File: config.mk
export PLATFORM = sky130hd
export DESIGN_NAME = seg_scan_driver
export DESIGN_NICKNAME = d
export VERILOG_FILES = /design/src/rtl/seg_scan_driver.sv
export SDC_FILE = /design/constraint.sdc
export NUM_CORES = 1
export LEC_CHECK = 0
export BUFFER_PORTS_ARGS = -buffer_cell sky130_fd_sc_hd__buf_2
export CAP_MARGIN = 40
export CORE_AREA = 2 2 123 125
export CTS_CLUSTER_SIZE = 14
export DETAILED_ROUTE_END_ITERATION = 12
export DIE_AREA = 0 0 125 127
export MAX_ROUTING_LAYER = met4
export SLEW_MARGIN = 5
export SYNTH_ARGS = -nofsm -noshare
export SYNTH_HDL_FRONTEND = slang
export SYNTH_SLANG_ARGS = --single-unit
File: constraint.sdc
create_clock -name iCLK -period 2.51 [get_ports iCLK]
set_input_delay 0 -clock iCLK [delete_from_list [all_inputs] [get_ports iCLK]]
set_output_delay 0 -clock iCLK [all_outputs]
set_load 0.02 [all_outputs]
File: src/rtl/seg_scan_driver.sv
// seg_scan_driver: time-multiplexed multi-digit 7-segment driver.
// Scans one digit per slot over a shared active-low segment bus. Each slot
// begins with a short guard interval during which every digit is disabled.
// Updates are tear-free: new values are staged and only reach the displayed
// (shadow) set at a frame boundary. Also provides leading-zero blanking,
// per-digit decimal point and per-digit blink.
//
// Load handshake: iLoad is a one-cycle strobe with no back-pressure. Every
// cycle iLoad is high, iValue/iDpMask/iBlinkMask are captured and the latest
// capture wins. A capture becomes visible from the next frame start. A
// capture made in the frame-boundary cycle itself is visible from that very
// frame start.
module seg_scan_driver #(
   parameter int NUM_DIGITS   = 4,
   parameter int REFRESH_DIV  = 50000,
   parameter int GUARD        = 2,
   parameter int BLINK_FRAMES = 64
) (
   input  logic                    iCLK,
   input  logic                    iRST_n,
   input  logic [4*NUM_DIGITS-1:0] iValue,
   input  logic [NUM_DIGITS-1:0]   iDpMask,
   input  logic [NUM_DIGITS-1:0]   iBlinkMask,
   input  logic                    iLoad,
   input  logic                    iLzbEn,
   output logic [6:0]              oSEG7,
   output logic                    oDP,
   output logic [NUM_DIGITS-1:0]   oDigitSel,
   output logic                    oFrameStart
);

   localparam int CW = (REFRESH_DIV > 1) ? $clog2(REFRESH_DIV) : 1;
   localparam int IW = (NUM_DIGITS > 1) ? $clog2(NUM_DIGITS) : 1;
   localparam int FW = (BLINK_FRAMES > 1) ? $clog2(BLINK_FRAMES) : 1;

   logic [CW-1:0]           cnt;
   logic [IW-1:0]           idx;
   logic [FW-1:0]           frame_cnt;
   logic                    blink_on;
   logic                    pending;
   logic [4*NUM_DIGITS-1:0] staged_value, shadow_value;
   logic [NUM_DIGITS-1:0]   staged_dp, shadow_dp;
   logic [NUM_DIGITS-1:0]   staged_blink, shadow_blink;
   logic [NUM_DIGITS-1:0]   lz_blank;
   logic                    lz_run;
   logic                    slot_end, frame_end, in_guard, blink_off;
   logic [3:0]              cur_digit;
   logic [6:0]              seg_n;
   logic                    dp_n;
   logic [NUM_DIGITS-1:0]   sel_n;

   // Active-low hex glyphs, segment order {g,f,e,d,c,b,a}.
   function automatic logic [6:0] glyph(input logic [3:0] h);
      case (h)
         4'h0:    glyph = 7'b1000000;
         4'h1:    glyph = 7'b1111001;
         4'h2:    glyph = 7'b0100100;
         4'h3:    glyph = 7'b0110000;
         4'h4:    glyph = 7'b0011001;
         4'h5:    glyph = 7'b0010010;
         4'h6:    glyph = 7'b0000010;
         4'h7:    glyph = 7'b1111000;
         4'h8:    glyph = 7'b0000000;
         4'h9:    glyph = 7'b0011000;
         4'hA:    glyph = 7'b0001000;
         4'hB:    glyph = 7'b0000011;
         4'hC:    glyph = 7'b1000110;
         4'hD:    glyph = 7'b0100001;
         4'hE:    glyph = 7'b0000110;
         default: glyph = 7'b0001110;
      endcase
   endfunction

   assign slot_end  = (cnt == CW'(REFRESH_DIV - 1));
   assign frame_end = slot_end && (idx == IW'(NUM_DIGITS - 1));
   assign in_guard  = (32'(cnt) < GUARD);

   // Slot counter and scan index; idx moves on at the end of each slot.
   always_ff @(posedge iCLK or negedge iRST_n) begin
      if (!iRST_n) begin
         cnt <= '0;
         idx <= '0;
      end else if (slot_end) begin
         cnt <= '0;
         idx <= (idx == IW'(NUM_DIGITS - 1)) ? '0 : idx + 1'b1;
      end else begin
         cnt <= cnt + 1'b1;
      end
   end

   // Staging and shadow registers; shadow only changes at a frame boundary.
   always_ff @(posedge iCLK or negedge iRST_n) begin
      if (!iRST_n) begin
         pending      <= 1'b0;
         staged_value <= '0;
         staged_dp    <= '0;
         staged_blink <= '0;
         shadow_value <= '0;
         shadow_dp    <= '0;
         shadow_blink <= '0;
      end else if (frame_end) begin
         pending <= 1'b0;
         if (iLoad) begin
            shadow_value <= iValue;
            shadow_dp    <= iDpMask;
            shadow_blink <= iBlinkMask;
         end else if (pending) begin
            shadow_value <= staged_value;
            shadow_dp    <= staged_dp;
            shadow_blink <= staged_blink;
         end
      end else if (iLoad) begin
         pending      <= 1'b1;
         staged_value <= iValue;
         staged_dp    <= iDpMask;
         staged_blink <= iBlinkMask;
      end
   end

   // Blink phase toggles after every BLINK_FRAMES completed frames.
   always_ff @(posedge iCLK or negedge iRST_n) begin
      if (!iRST_n) begin
         frame_cnt <= '0;
         blink_on  <= 1'b1;
      end else if (frame_end) begin
         if (frame_cnt == FW'(BLINK_FRAMES - 1)) begin
            frame_cnt <= '0;
            blink_on  <= ~blink_on;
         end else begin
            frame_cnt <= frame_cnt + 1'b1;
         end
      end
   end

   // Leading-zero run from the top digit downwards; digit 0 is never blanked.
   always_comb begin
      lz_blank = '0;
      lz_run   = 1'b1;
      for (int i = NUM_DIGITS - 1; i >= 1; i--) begin
         if (lz_run && (shadow_value[4*i +: 4] == 4'h0)) lz_blank[i] = 1'b1;
         else                                             lz_run      = 1'b0;
      end
   end

   // Next output values from the current scan position and shadow digit.
   always_comb begin
      seg_n     = 7'h7F;
      dp_n      = 1'b1;
      sel_n     = '1;
      cur_digit = shadow_value[{idx, 2'b00} +: 4];
      blink_off = !blink_on && shadow_blink[idx];
      if (!in_guard) begin
         sel_n = ~(NUM_DIGITS'(1) << idx);
         if (!blink_off && !(iLzbEn && lz_blank[idx])) seg_n = glyph(cur_digit);
         dp_n = blink_off ? 1'b1 : ~shadow_dp[idx];
      end
   end

   // Registered pin drivers, one cycle behind (idx, cnt).
   always_ff @(posedge iCLK or negedge iRST_n) begin
      if (!iRST_n) begin
         oSEG7       <= 7'h7F;
         oDP         <= 1'b1;
         oDigitSel   <= '1;
         oFrameStart <= 1'b0;
      end else begin
         oSEG7       <= seg_n;
         oDP         <= dp_n;
         oDigitSel   <= sel_n;
         oFrameStart <= (idx == '0) && (cnt == '0);
      end
   end

endmodule

Yosys cells after proc, flatten, opt, wreduce, memory -nomap -nowiden --
Memories as Yosys holds them, arrays and structs flattened. Cells that the tools add are included. W data, S select, Z words.
Cells by class: $add $sub $neg 3, $mul 0, divide/modulo/power cells 0, $lt $le $gt $ge 2, equal/unequal tests 3, shift-type cells 2, mux-type cells 26, bitwise logic cells 4, reduce and logical (&&, ||, !) cells 20
Operators with widths (number):
- $mux W16 | 3
- $mux W4 | 5
- $add A16 B1 Y16 const B | 1
- $eq A16 B16 Y1 const B | 1
- $logic_not A16 Y1 | 1
- $lt A16 B2 Y1 const B | 1
- $shiftx A16 B5 Y4 | 1
- $mux W7 | 2
- $logic_not A4 Y1 | 3
- $mux W1 | 11
- $logic_and A1 B1 Y1 | 7
- $add A6 B1 Y6 const B | 1
- $bmux W1 S2 | 3
- $eq A6 B6 Y1 const B | 1
- $mux W6 | 1
- $reduce_and A2 Y1 | 3
- $not A4 Y4 | 1
- $reduce_bool A2 Y1 | 2
- $shl A1 B2 Y4 const A | 1
- $logic_not A1 Y1 | 3
- $lt A2 B3 Y1 const B | 1
- $not A1 Y1 | 3
- $add A2 B1 Y2 const B | 1
- $eq A2 B2 Y1 const B | 1
- other kinds (2) | 2
Word-level totals: bits in registers 87, latch bits 0, memory bits (writable) 0, ROM bits 112, input port bits 28, output and inout port bits 13, word-level logic and storage cells 76, memories 1
Memory list:
- (name not given) | words 16, bits a word 7, rd ports 1, clocked after Yosys merged registers in 0, write ports 0, line 54 | case (h)

Longest topological paths before layout --
Gate-level depths: netlist (run 1).
word-level depth 13, gate-level depth with buffers 7

Worst setup path after synthesis (run 1) --
No wires, ideal clock.
kind reg2reg, start point register idx[0], end point register oSEG7[3], setup time 0.096 ns, arrival time 1.955 ns, path slack 0.459 ns, stages on the path, launching flop included 8, path buffers 1, period minus slack after synthesis 2.051 ns, path through dfrtp_1 buf_2 mux4_2 inv_1 ha_1 mux2_2 nand2_1 nand4_1
On the way: word-level cells in the longest chain between the ends 7, elaborated cells between the ends (all ways) 13, classes of those cells 1 x shift; 6 x mux; 5 x reduce/logical; 1 x memory
RTL lines:
- from (decl) | line 37 | logic [IW-1:0] idx;
- from (signal assigned) | line 85 | idx <= (idx == IW'(NUM_DIGITS - 1)) ? '0 : idx + 1'b1;
- branches (longest 5 deep; another with $mem_v2 Z16 W7)
- $mux W7 * | line 154 | if (!blink_off && !(iLzbEn && lz_blank[idx])) seg_n = glyph(cur_digit);
- $mux W7 * | line 152 | if (!in_guard) begin
- named net seg_n[3] | line 48 | logic [6:0] seg_n;
- to (signal assigned) | line 167 | oSEG7 <= seg_n;
- to (decl) | line 26 | output logic [6:0] oSEG7,
Mark *: on every way through the listed nets, which the timed path passes. The select of a mux whose other input is x is not followed. A chain may end at the register's enable or synchronous reset.

Worst setup path after layout (run 1) --
start point register cnt[0], end point register staged_value[2]
On the way: word-level cells in the longest chain between the ends 4
RTL lines:
- from (decl) | line 36 | logic [CW-1:0] cnt;
- from (signal assigned) | line 87 | cnt <= cnt + 1'b1;
- $eq A16 B16 Y1 | line 74 | assign slot_end = (cnt == CW'(REFRESH_DIV - 1));
- $logic_and A1 B1 Y1 | line 75 | assign frame_end = slot_end && (idx == IW'(NUM_DIGITS - 1));
- $not A1 Y1 (no line)
- $reduce_and A2 Y1 (no line)
- to (signal assigned) | line 114 | staged_value <= iValue;
- to (decl) | line 41 | logic [4*NUM_DIGITS-1:0] staged_value, shadow_value;
Every way passes these cells.

==> results of run 1 <==
## routing by layer
layer,track usage,part of all wire
met1,0.146,0.47
met2,0.198,0.48
met3,0.0293,0.029
met4,0.0425,0.017
met5,-,0
## sequential cells by signal, indices dropped and copies added, names as in the netlist
signal	count
idx	2
shadow_blink	4
blink_on	1
oSEG7	7
staged_blink	4
pending	1
shadow_dp	4
shadow_value	16
staged_value	16
staged_dp	4
oDigitSel	4
oDP	1
cnt	16
oFrameStart	1
frame_cnt	6
## path summary, 6_finish.rpt
check | slack, ns | endpoint | depth (start not counted) | start
min in group iCLK | 0.18 | oSEG7[3] | 4 | iLzbEn
worst min register to register | 0.50 | frame_cnt[2] | 1 | frame_cnt[2]
worst max register to register | 0.42 | staged_value[2] | 6 | cnt[0]
max in group asynchronous | 1.71 | oDigitSel[1] | 3 | iRST_n
worst max-delay path | 0.42 | staged_value[2] | 6 | cnt[0]
worst min-delay path | 0.13 | staged_value[7] | 2 | iRST_n
## critical path, delay by kind of cell, from the launching register on
kind / cells / cell delay, ns
simple gates: 2 / 0.47
flops: 1 / 0.41
mux: 1 / 0.37
buf+inv: 1 / 0.26
fa+ha+maj: 1 / 0.25
compound gates: 1 / 0.22
## cell families (layout without fill, tap and decap cells)
| group | count (synthesis) | count (layout) | synth area share |
|---|---|---|---|
| mux | 86 | 86 | 0.242 |
| flops | 87 | 87 | 0.514 |
| fa+ha+maj | 12 | 12 | 0.0352 |
| simple gates | 81 | 81 | 0.106 |
| compound gates | 23 | 23 | 0.0402 |
| xor+xnor | 16 | 16 | 0.0328 |
| buf+inv | 27 | 103 | 0.0302 |
## layout make-up
cell class,instances,share of cell area
clock buffers,9,0.0429
clock inverters,7,0.0121
inverters,15,0.0107
multi-input cells,218,0.371
flip-flops and latches,87,0.417
well taps,184,0.0438
repair buffers,72,0.102
## synthesized netlist by cell type (all sizes together) (2+ instances only)
library cell   n  area share
a21oi          3      0.0044
a31oi          2      0.0029
and3           4      0.0059
and4           3      0.0062
buf            7       0.012
clkbuf         5      0.0047
dfrtp         74        0.43
dfstp         13       0.080
ha            12       0.035
inv           15       0.013
mux2          76        0.20
mux2i          4      0.0094
mux4           6       0.032
nand2         15       0.014
nand2b         2      0.0029
nand3         12       0.015
nand4          6      0.0088
nor2          15       0.013
nor2b          2      0.0029
nor3           9       0.014
nor4           8       0.015
o2111ai        5       0.010
o21ai          5      0.0067
or3            2      0.0029
xnor2          8       0.016
xor2           8       0.016
## where the power goes
part | total [µW] | switching [µW] | internal (µW)
Combinational | 285 | 129 | 155
Sequential | 1500 | 30.3 | 1470
Clock | 1280 | 588 | 693
## stage by stage
stage	power [µW]	util	cell area [µm²]	setup WS [ns]	cells
floorplan	1680	-	4270	0.459	332
global placement	1770	0.325	4690	0.484	550
detailed placement	1790	0.327	4710	0.401	551
CTS	3120	0.364	5250	0.394	592
global route	3200	0.364	5250	0.270	592
finish	3070	0.364	5250	0.418	592
==> summary.txt, run 1 <==
Clk sinks: 87
Startpoint Class: register
Mapped cell area: 0.00427 mm²
Via count: 2826
Initial antenna violation count: 0
Async set or reset register ratio after synthesis: 1.00
GP Congestion: 0.770
Final Critical Period: 2.09 ns
Reg area: 0.00219 mm²
First-pass GRT wire length: 15000 µm
Antenna Cells: 0
Core area: 0.0144 mm²
Buffers on Ports: 40
Post-Syn Instances: 332
Worst-Skew Late Latency: 0.34 ns
GRT Overall Usage: 0.120
CTS H-tree lvls: 3
Max clock buf depth: 2
Max_slew headroom: 0.684
IO Count: 41
Worst path cell trace: ha_1 -> and4_1 -> nand3_2 -> o21ai_2 -> buf_4 -> mux2_2
Hold Buf Count CTS: 25
Starting Density: 0.296
Syn Area/Cell: 12.9 µm²
Fin. Hold Viols: 0
Synth Flop Type: dfrtp_1
CP max FO: 15
Root Driver: clkbuf_16
Most frequent cells in the layout: dfrtp_1, mux2_2, buf_2
CP Capture Type: register
Rows: 44
Setup TNS: 0 ns
RSZ-0062 raised after global routing: no
Layout area overhead: 23.1%
Max_cap viols: 0
Multi-input gate area in the final layout: 0.00195 mm²
Post_cts resized: 0
Sequential share of the synthesized area: 0.514
Layout cells sized above 1: 0.380
DRT Wirelength: 8770 µm
Worst EP required: 2.74 ns
Final setup violation count: 0
Worst setup path category: reg -> reg
First-pass iteration count of the detailed router: 4
Synth Warn #: 0
Largest net degree at the start of global routing: 60
Worst-margin pin slew: 0.474 ns
Die Wd: 125 µm
Clk slew on worst S/H paths: 0.07 ns
Number of synthesized flops with an enable pin: 0
Fin Hold WS: 0.132 ns
Worst min-delay path class: in -> async
Run status: finished, final reports clean
Drt drc: 0
Period utilization: 0.834
Power per cell area: 584 mW/mm²
CTS buffer count: 9
Critical Path Max Stage Delay: 0.41 ns
Pleak: 0.00230 µW
Die Y-Extent: 127 µm
Post-DRT Antenna Nets: 0
Post-CTS setup buffer count: 0
Worst Path Arrival: 2.32 ns
Via density: 4.77
Crit-path slowest cell: dfrtp_1
FILL cells: 1406
Final Max Slew Viols: 0
VDD IR-drop max: 0.307 mV
Vias in the first global route: 3093
Post-DP HPWL: 6240 µm
DR WL/cell: 14.8 µm
Syn nets: 372
Clock Skew: 0.00852 ns
Nets: 443
Area of the die: 0.0159 mm²
Grt ovf: 0
Yosys cell types: 48
#FFs+latches synth: 87
Max Clk Rate: 478 MHz
Starting DRT DRC Count: 175
CTS tree: yes
Commonest non-fill, non-tap cell in the layout: dfrtp_1
Power figures use the tool's default switching activity.
==> inputs of run 2 (changes only) <==
- ABC_AREA: default -> 1
- CORE_AREA: 2 2 123 125 -> 2 2 128 130
- DIE_AREA: 0 0 125 127 -> 0 0 130 132
- clock period: 2.51 -> 2 ns (I/O delays scaled with it)
==> summary.txt, run 2 <==
Core area: 0.0157 mm² (was 0.0144 mm²)
Starting Density: 0.297 (was 0.296)
Grt ovf: 0 (unchanged)
Area of the die: 0.0172 mm² (was 0.0159 mm²)
Delay-heaviest family, CP: simple AND/OR/NAND/NOR gates (unchanged)
#FFs+latches synth: 87 (unchanged)
Final setup violation count: 0 (unchanged)
Largest registers: cnt x16, shadow_value x16, staged_value x16 (unchanged)
DRT Wirelength: 10300 µm (was 8770 µm)
Worst setup path category: reg -> reg (unchanged)
Post-CTS setup buffer count: 0 (unchanged)
Most frequent cells in the layout: nand2_1, dfrtp_1, nand3_1 (was dfrtp_1, mux2_2, buf_2)
Layout area overhead: 22.9% (was 23.1%)
Crit-path slowest cell: dfrtp_1 (unchanged)
Async set or reset register ratio after synthesis: 1.00 (unchanged)
Starting DRT DRC Count: 221 (was 175)
Post-DRT Antenna Nets: 0 (unchanged)
Commonest non-fill, non-tap cell in the layout: nand2_1 (was dfrtp_1)
Antenna Cells: 0 (unchanged)
IO Count: 41 (unchanged)
Worst path cell trace: ha_1 -> nand2_2 -> inv_2 -> nand2_1 -> nor2_2 -> nand3_4 -> buf_4 -> nand3_1 -> nand2_1 (was ha_1 -> and4_1 -> nand3_2 -> o21ai_2 -> buf_4 -> mux2_2)
CTS tree: yes (unchanged)
Drt drc: 0 (unchanged)
DR WL/cell: 11.8 µm (was 14.8 µm)
Final Max Slew Viols: 0 (unchanged)
RR Startpoint: cnt[0] (unchanged)
Power per cell area: 729 mW/mm² (was 584 mW/mm²)
Commonest cells in the netlist: nand2_1, dfrtp_1, nand3_1 (was dfrtp_1, mux2_2, inv_1, nor2_1, nand2_1)
Max_slew headroom: 0.618 (was 0.684)
Final worst slack: 0.319 ns (was 0.418 ns)
Mapped cell area: 0.00467 mm² (was 0.00427 mm²)
CP max FO: 23 (was 15)
Worst-Skew Late Latency: 0.35 ns (was 0.34 ns)
Post-Syn Instances: 586 (was 332)
Top cells by area, synth: dfrtp_1, nand2_1, nand3_1 (was dfrtp_1, mux2_2, dfstp_2)
Min-delay src: iLoad
Cell mode on critical path: nand2_1
Post-DP HPWL: 7210 µm (was 6240 µm)
Crit path launch: cnt[0] (unchanged)
First-pass iteration count of the detailed router: 5 (was 4)
Die Wd: 130 µm (was 125 µm)
Most numerous cell in the Yosys netlist: nand2_1 (was dfrtp_1)
Area share of the largest cell type after synthesis: 0.396 (was 0.434)
Period utilization: 0.840 (was 0.834)
Nets: 697 (was 443)
Fin. Hold Viols: 0 (unchanged)
Startpoint Class: register (unchanged)
Vias in the first global route: 3834 (was 3093)
Worst EP required: 2.29 ns (was 2.74 ns)
CTS buffer count: 9 (unchanged)
Fin util: 0.365 (was 0.364)
Synth Warn #: 0 (unchanged)
GRT Overall Usage: 0.134 (was 0.120)
Max_cap viols: 0 (unchanged)
Root Driver: clkbuf_16 (unchanged)
Number of synthesized flops with an enable pin: 0 (unchanged)
Worst-margin pin slew: 0.573 ns (was 0.474 ns)
Max clock buf depth: 2 (unchanged)
WP buf/inv: 2 (was 1)
Clk slew on worst S/H paths: 0.06 ns (was 0.07 ns)
Critical Path Max Stage Delay: 0.41 ns (about the same)
Sequential share of the synthesized area: 0.469 (was 0.514)
Clock Skew: 0.00652 ns (was 0.00852 ns)
Run status: finished, final reports clean (unchanged)
Synth Flop Type: dfrtp_1 (unchanged)
Worst min-delay path class: in -> reg (was in -> async)
Largest net degree at the start of global routing: 50 (was 60)
Via density: 4.40 (was 4.77)
Layout cells sized above 1: 0.187 (was 0.380)
Total power: 4190 µW (was 3070 µW)
RSZ-0062 raised after global routing: no (unchanged)
Die Y-Extent: 132 µm (was 127 µm)
Max Clk Rate: 595 MHz (was 478 MHz)
Syn Area/Cell: 7.97 µm² (was 12.9 µm²)
Dpl ws: 0.315 ns (was 0.401 ns)
Via count: 3859 (was 2826)
GP Congestion: 0.847 (was 0.770)
Setup TNS: 0 ns (unchanged)
Buffers on Ports: 40 (unchanged)
Rows: 46 (was 44)
Initial antenna violation count: 0 (unchanged)
Syn nets: 626 (was 372)
Worst Path Arrival: 1.97 ns (was 2.32 ns)
Final Critical Period: 1.68 ns (was 2.09 ns)
Yosys cell types: 32 (was 48)
First-pass GRT wire length: 18100 µm (was 15000 µm)
Pleak: 0.00286 µW (was 0.00230 µW)
CTS H-tree lvls: 3 (unchanged)
CP Capture Type: register (unchanged)
Cell taking the most area after synthesis: dfrtp_1 (unchanged)
Clk sinks: 87 (unchanged)
VDD IR-drop max: 0.346 mV (was 0.307 mV)
## run 2: final timing paths
path,endpoint,slack [ns],cells after the start
max,staged_value[14],0.32,9
min,pending,0.15,5
max reg2reg,staged_value[14],0.32,9
min reg2reg,staged_dp[3],0.47,2
max in group asynchronous,oDigitSel[2],1.11,3
min in group asynchronous,cnt[12],0.20,2
## run 2: worst register-to-register path, delay by kind of cell (launching register included)
kind          cells  cell delay, ns
buf+inv           2            0.34
flops             1            0.41
simple gates      6            0.65
fa+ha+maj         1            0.24
## run 2: cell families (layout without fill, tap and decap cells)
family          count (synthesis)  in the layout  share of synthesized area
xor+xnor                        7              7                     0.0131
compound gates                 16             16                     0.0185
flops                          87             87                      0.469
simple gates                  383            383                      0.352
buf+inv                        57            133                     0.0573
fa+ha+maj                      12             12                     0.0321
mux                            24             24                     0.0578
## run 2: stage by stage
step,cell area (µm²),hold WS [ns],cells
after floorplan,4670,-0.296,586
after global placement,5140,0.0365,837
after detailed placement,5140,0.0418,837
after CTS,5740,0.148,878
after global routing,5740,0.171,878
final,5740,0.153,878
## run 2: metal layers
metal  vias to the layer above  track usage  wire, µm
met1                      1788        0.184      5270
met3                        14       0.0300       331
li1                       2001            -         -
met4                         0       0.0448       151
met2                        56        0.197      4570
met5                         -            -         0
## run 2: layout make-up
class | count | area (µm²)
fill | 1668 | 9970
timing repair buffer | 77 | 568
tap | 216 | 270
clock buffer | 11 | 243
clock inverter | 5 | 105
sequential | 87 | 2190
multi-input combinational | 442 | 2210
inverter | 40 | 150
## run 2: power breakdown
group,internal (µW),leakage (µW),switching (µW)
logic,164,0.00161,191
clock network,1250,0.000162,694
registers,1840,0.00109,37.0
## run 2: what timing repair did
action,4_1_cts,5_1_grt
hold buffers,25,0
gates resized for setup,0,0
hold endpoints to repair,77,0
==> inputs of run 3 (changes only) <==
- ABC_AREA: 1 -> 0
- CORE_AREA: 2 2 128 130 -> 2 2 123 125
- DIE_AREA: 0 0 130 132 -> 0 0 125 127
- clock period: 2 -> 1.35 ns (I/O delays scaled with it)
==> summary.txt, run 3 (synthesis gave the netlist of run 1 again) <==
Worst Path Arrival: 2.13 ns (was 1.97 ns)
IO Count: 41 (unchanged)
Power share of the clock group: 0.428 (was 0.466)
Die Wd: 125 µm (was 130 µm)
Commonest non-fill, non-tap cell in the layout: dfrtp_1 (was nand2_1)
WP buf/inv: 1 (was 2)
Delay-heaviest family, CP: multiplexers (was simple AND/OR/NAND/NOR gates)
Max_slew headroom: 0.719 (was 0.618)
Final Critical Period: 1.87 ns (was 1.68 ns)
Non-Filler Instances: 678 (was 878)
Fin. Hold Viols: 0 (unchanged)
Area of the die: 0.0159 mm² (was 0.0172 mm²)
GRT Overall Usage: 0.145 (was 0.134)
Via density: 4.81 (was 4.40)
Post-DRT Antenna Nets: 0 (unchanged)
First-pass iteration count of the detailed router: 4 (was 5)
DR WL/cell: 16.3 µm (was 11.8 µm)
Largest registers: cnt x16, shadow_value x16, staged_value x16 (unchanged)
Root Driver: clkbuf_16 (unchanged)
DRT Wirelength: 11100 µm (was 10300 µm)
Max Clk Rate: 534 MHz (was 595 MHz)
Most frequent cells in the layout: dfrtp_1, buf_4, mux2_4 (was nand2_1, dfrtp_1, nand3_1)
Gate power share: 0.120 (was 0.085)
Worst-Skew Late Latency: 0.35 ns (about the same)
Crit-path slowest cell: mux4_2 (was dfrtp_1)
Layout cells sized above 1: 0.589 (was 0.187)
Rows: 44 (was 46)
Switch share: 0.225 (was 0.220)
Placed cell area: 0.00530 mm² (was 0.00514 mm²)
Clock Skew: 0.00991 ns (was 0.00652 ns)
Violated checks: setup timing
Largest net degree at the start of global routing: 31 (was 50)
Inst Count DP: 608 (was 837)
Period utilization: 1.39 (was 0.840)
Critical Path Max Stage Delay: 0.58 ns (was 0.41 ns)
Seq pwr share: 0.452 (was 0.450)
Drt drc: 0 (unchanged)
Final setup violation count: 80 (was 0)
Vias in the first global route: 3463 (was 3834)
Nets: 529 (was 697)
CTS buffer count: 9 (unchanged)
Initial antenna violation count: 0 (unchanged)
Die Y-Extent: 127 µm (was 132 µm)
Final Max Slew Viols: 0 (unchanged)
RSZ-0062 raised after global routing: yes (was no)
Clk sinks: 87 (unchanged)
Worst path cell trace: mux4_2 -> inv_4 -> ha_4 -> mux2_4 -> nand2_2 -> nand4_1 (was ha_1 -> nand2_2 -> inv_2 -> nand2_1 -> nor2_2 -> nand3_4 -> buf_4 -> nand3_1 -> nand2_1)
Layout area overhead: 53.8% (was 22.9%)
Antenna Cells: 0 (unchanged)
Grt ovf: 0 (unchanged)
Via count: 3258 (was 3859)
Power per cell area: 945 mW/mm² (was 729 mW/mm²)
Worst EP required: 1.60 ns (was 2.29 ns)
CP Capture Type: register (unchanged)
Worst-margin pin slew: 0.422 ns (was 0.573 ns)
CP max FO: 5 (was 23)
Final worst slack: -0.523 ns (was 0.319 ns)
Cell internal pwr: 4810 µW (was 3260 µW)
Clk slew on worst S/H paths: 0.07 ns (was 0.06 ns)
FILL cells: 1296 (was 1668)
Max clock buf depth: 2 (unchanged)
Core area: 0.0144 mm² (was 0.0157 mm²)
Final design instance area without fill: 0.00657 mm² (was 0.00574 mm²)
Max_cap viols: 0 (unchanged)
Buffers on Ports: 40 (unchanged)
Sw power: 1400 µW (was 922 µW)
Pleak: 0.00304 µW (was 0.00286 µW)
Worst min-delay path class: in -> async (was in -> reg)
CTS H-tree lvls: 3 (unchanged)
Worst setup path category: reg -> reg (unchanged)
CTS tree: yes (unchanged)
Starting DRT DRC Count: 172 (was 221)
Post-DP HPWL: 6960 µm (was 7210 µm)
GP Congestion: 0.851 (was 0.847)
Startpoint Class: register (unchanged)
VDD IR-drop max: 0.632 mV (was 0.346 mV)
First-pass GRT wire length: 17600 µm (was 18100 µm)
Run status: complete, but fails checks (was finished, final reports clean)
Starting Density: 0.296 (was 0.297)
Total power: 6210 µW (was 4190 µW)
run 3: final cells by class:
| class | count | area (µm²) | share of cell area |
|---|---|---|---|
| flip-flops and latches | 87 | 2190 | 0.334 |
| clock inverters | 4 | 72.6 | 0.0111 |
| multi-input cells | 219 | 2420 | 0.369 |
| well taps | 184 | 230 | 0.0351 |
| inverters | 15 | 61.3 | 0.00934 |
| repair buffers | 157 | 1350 | 0.206 |
| clock buffers | 12 | 236 | 0.0360 |
run 3: per-layer routing:
metal	vias to the layer above	part of all wire	global-route usage
li1	1520	-	-
met1	1667	0.44	0.170
met2	57	0.52	0.244
met3	14	0.031	0.0398
met4	0	0.016	0.0444
met5	-	0	-
run 3: worst register-to-register path: stages (launching register included):
cell and delay (ns):
dfrtp_2 0.42, mux4_2 0.58, inv_4 0.11, ha_4 0.21
mux2_4 0.30, nand2_2 0.06, nand4_1 0.11
run 3: power by group through the flow:
stage	Clock (µW)	Combinational, µW	Sequential (µW)
floorplan	0	327	2860
global placement	0	580	2840
detailed placement	0	593	2850
CTS	2690	726	2800
global route	2800	804	2820
finish	2650	745	2810
run 3: final timing paths:
check / from / end / slack [ns] / cells after the start
worst max register to register: idx[0] / oSEG7[3] / -0.52 / 6
max in group asynchronous: iRST_n / oSEG7[0] / 0.63 / 3
min in group iCLK: iLoad / pending / 0.13 / 3
worst min register to register: frame_cnt[2] / frame_cnt[2] / 0.49 / 1
worst max-delay path: idx[0] / oSEG7[3] / -0.52 / 6
worst min-delay path: iRST_n / shadow_value[5] / 0.13 / 2
run 3: stage by stage:
step / hold WS, ns / TNS [ns] / utilization / setup WS [ns]
finish: 0.131 / -30.56 / 0.455 / -0.523
global route: 0.167 / -37.46 / 0.455 / -0.604
CTS: 0.106 / -30.25 / 0.434 / -0.488
detailed placement: -0.0327 / -30.01 / 0.368 / -0.554
global placement: -0.0418 / -27.82 / 0.368 / -0.512
floorplan: -0.296 / -29.78 / - / -0.547
run 3: repair_timing:
action                                  CTS  global route
pin swaps                                22            29
endpoints found under the setup margin   84            85
hold endpoints to repair                 99             0
setup buffers                            10            17
hold buffers                             25             0
cloned                                    5             1
resized for setup                        63            49
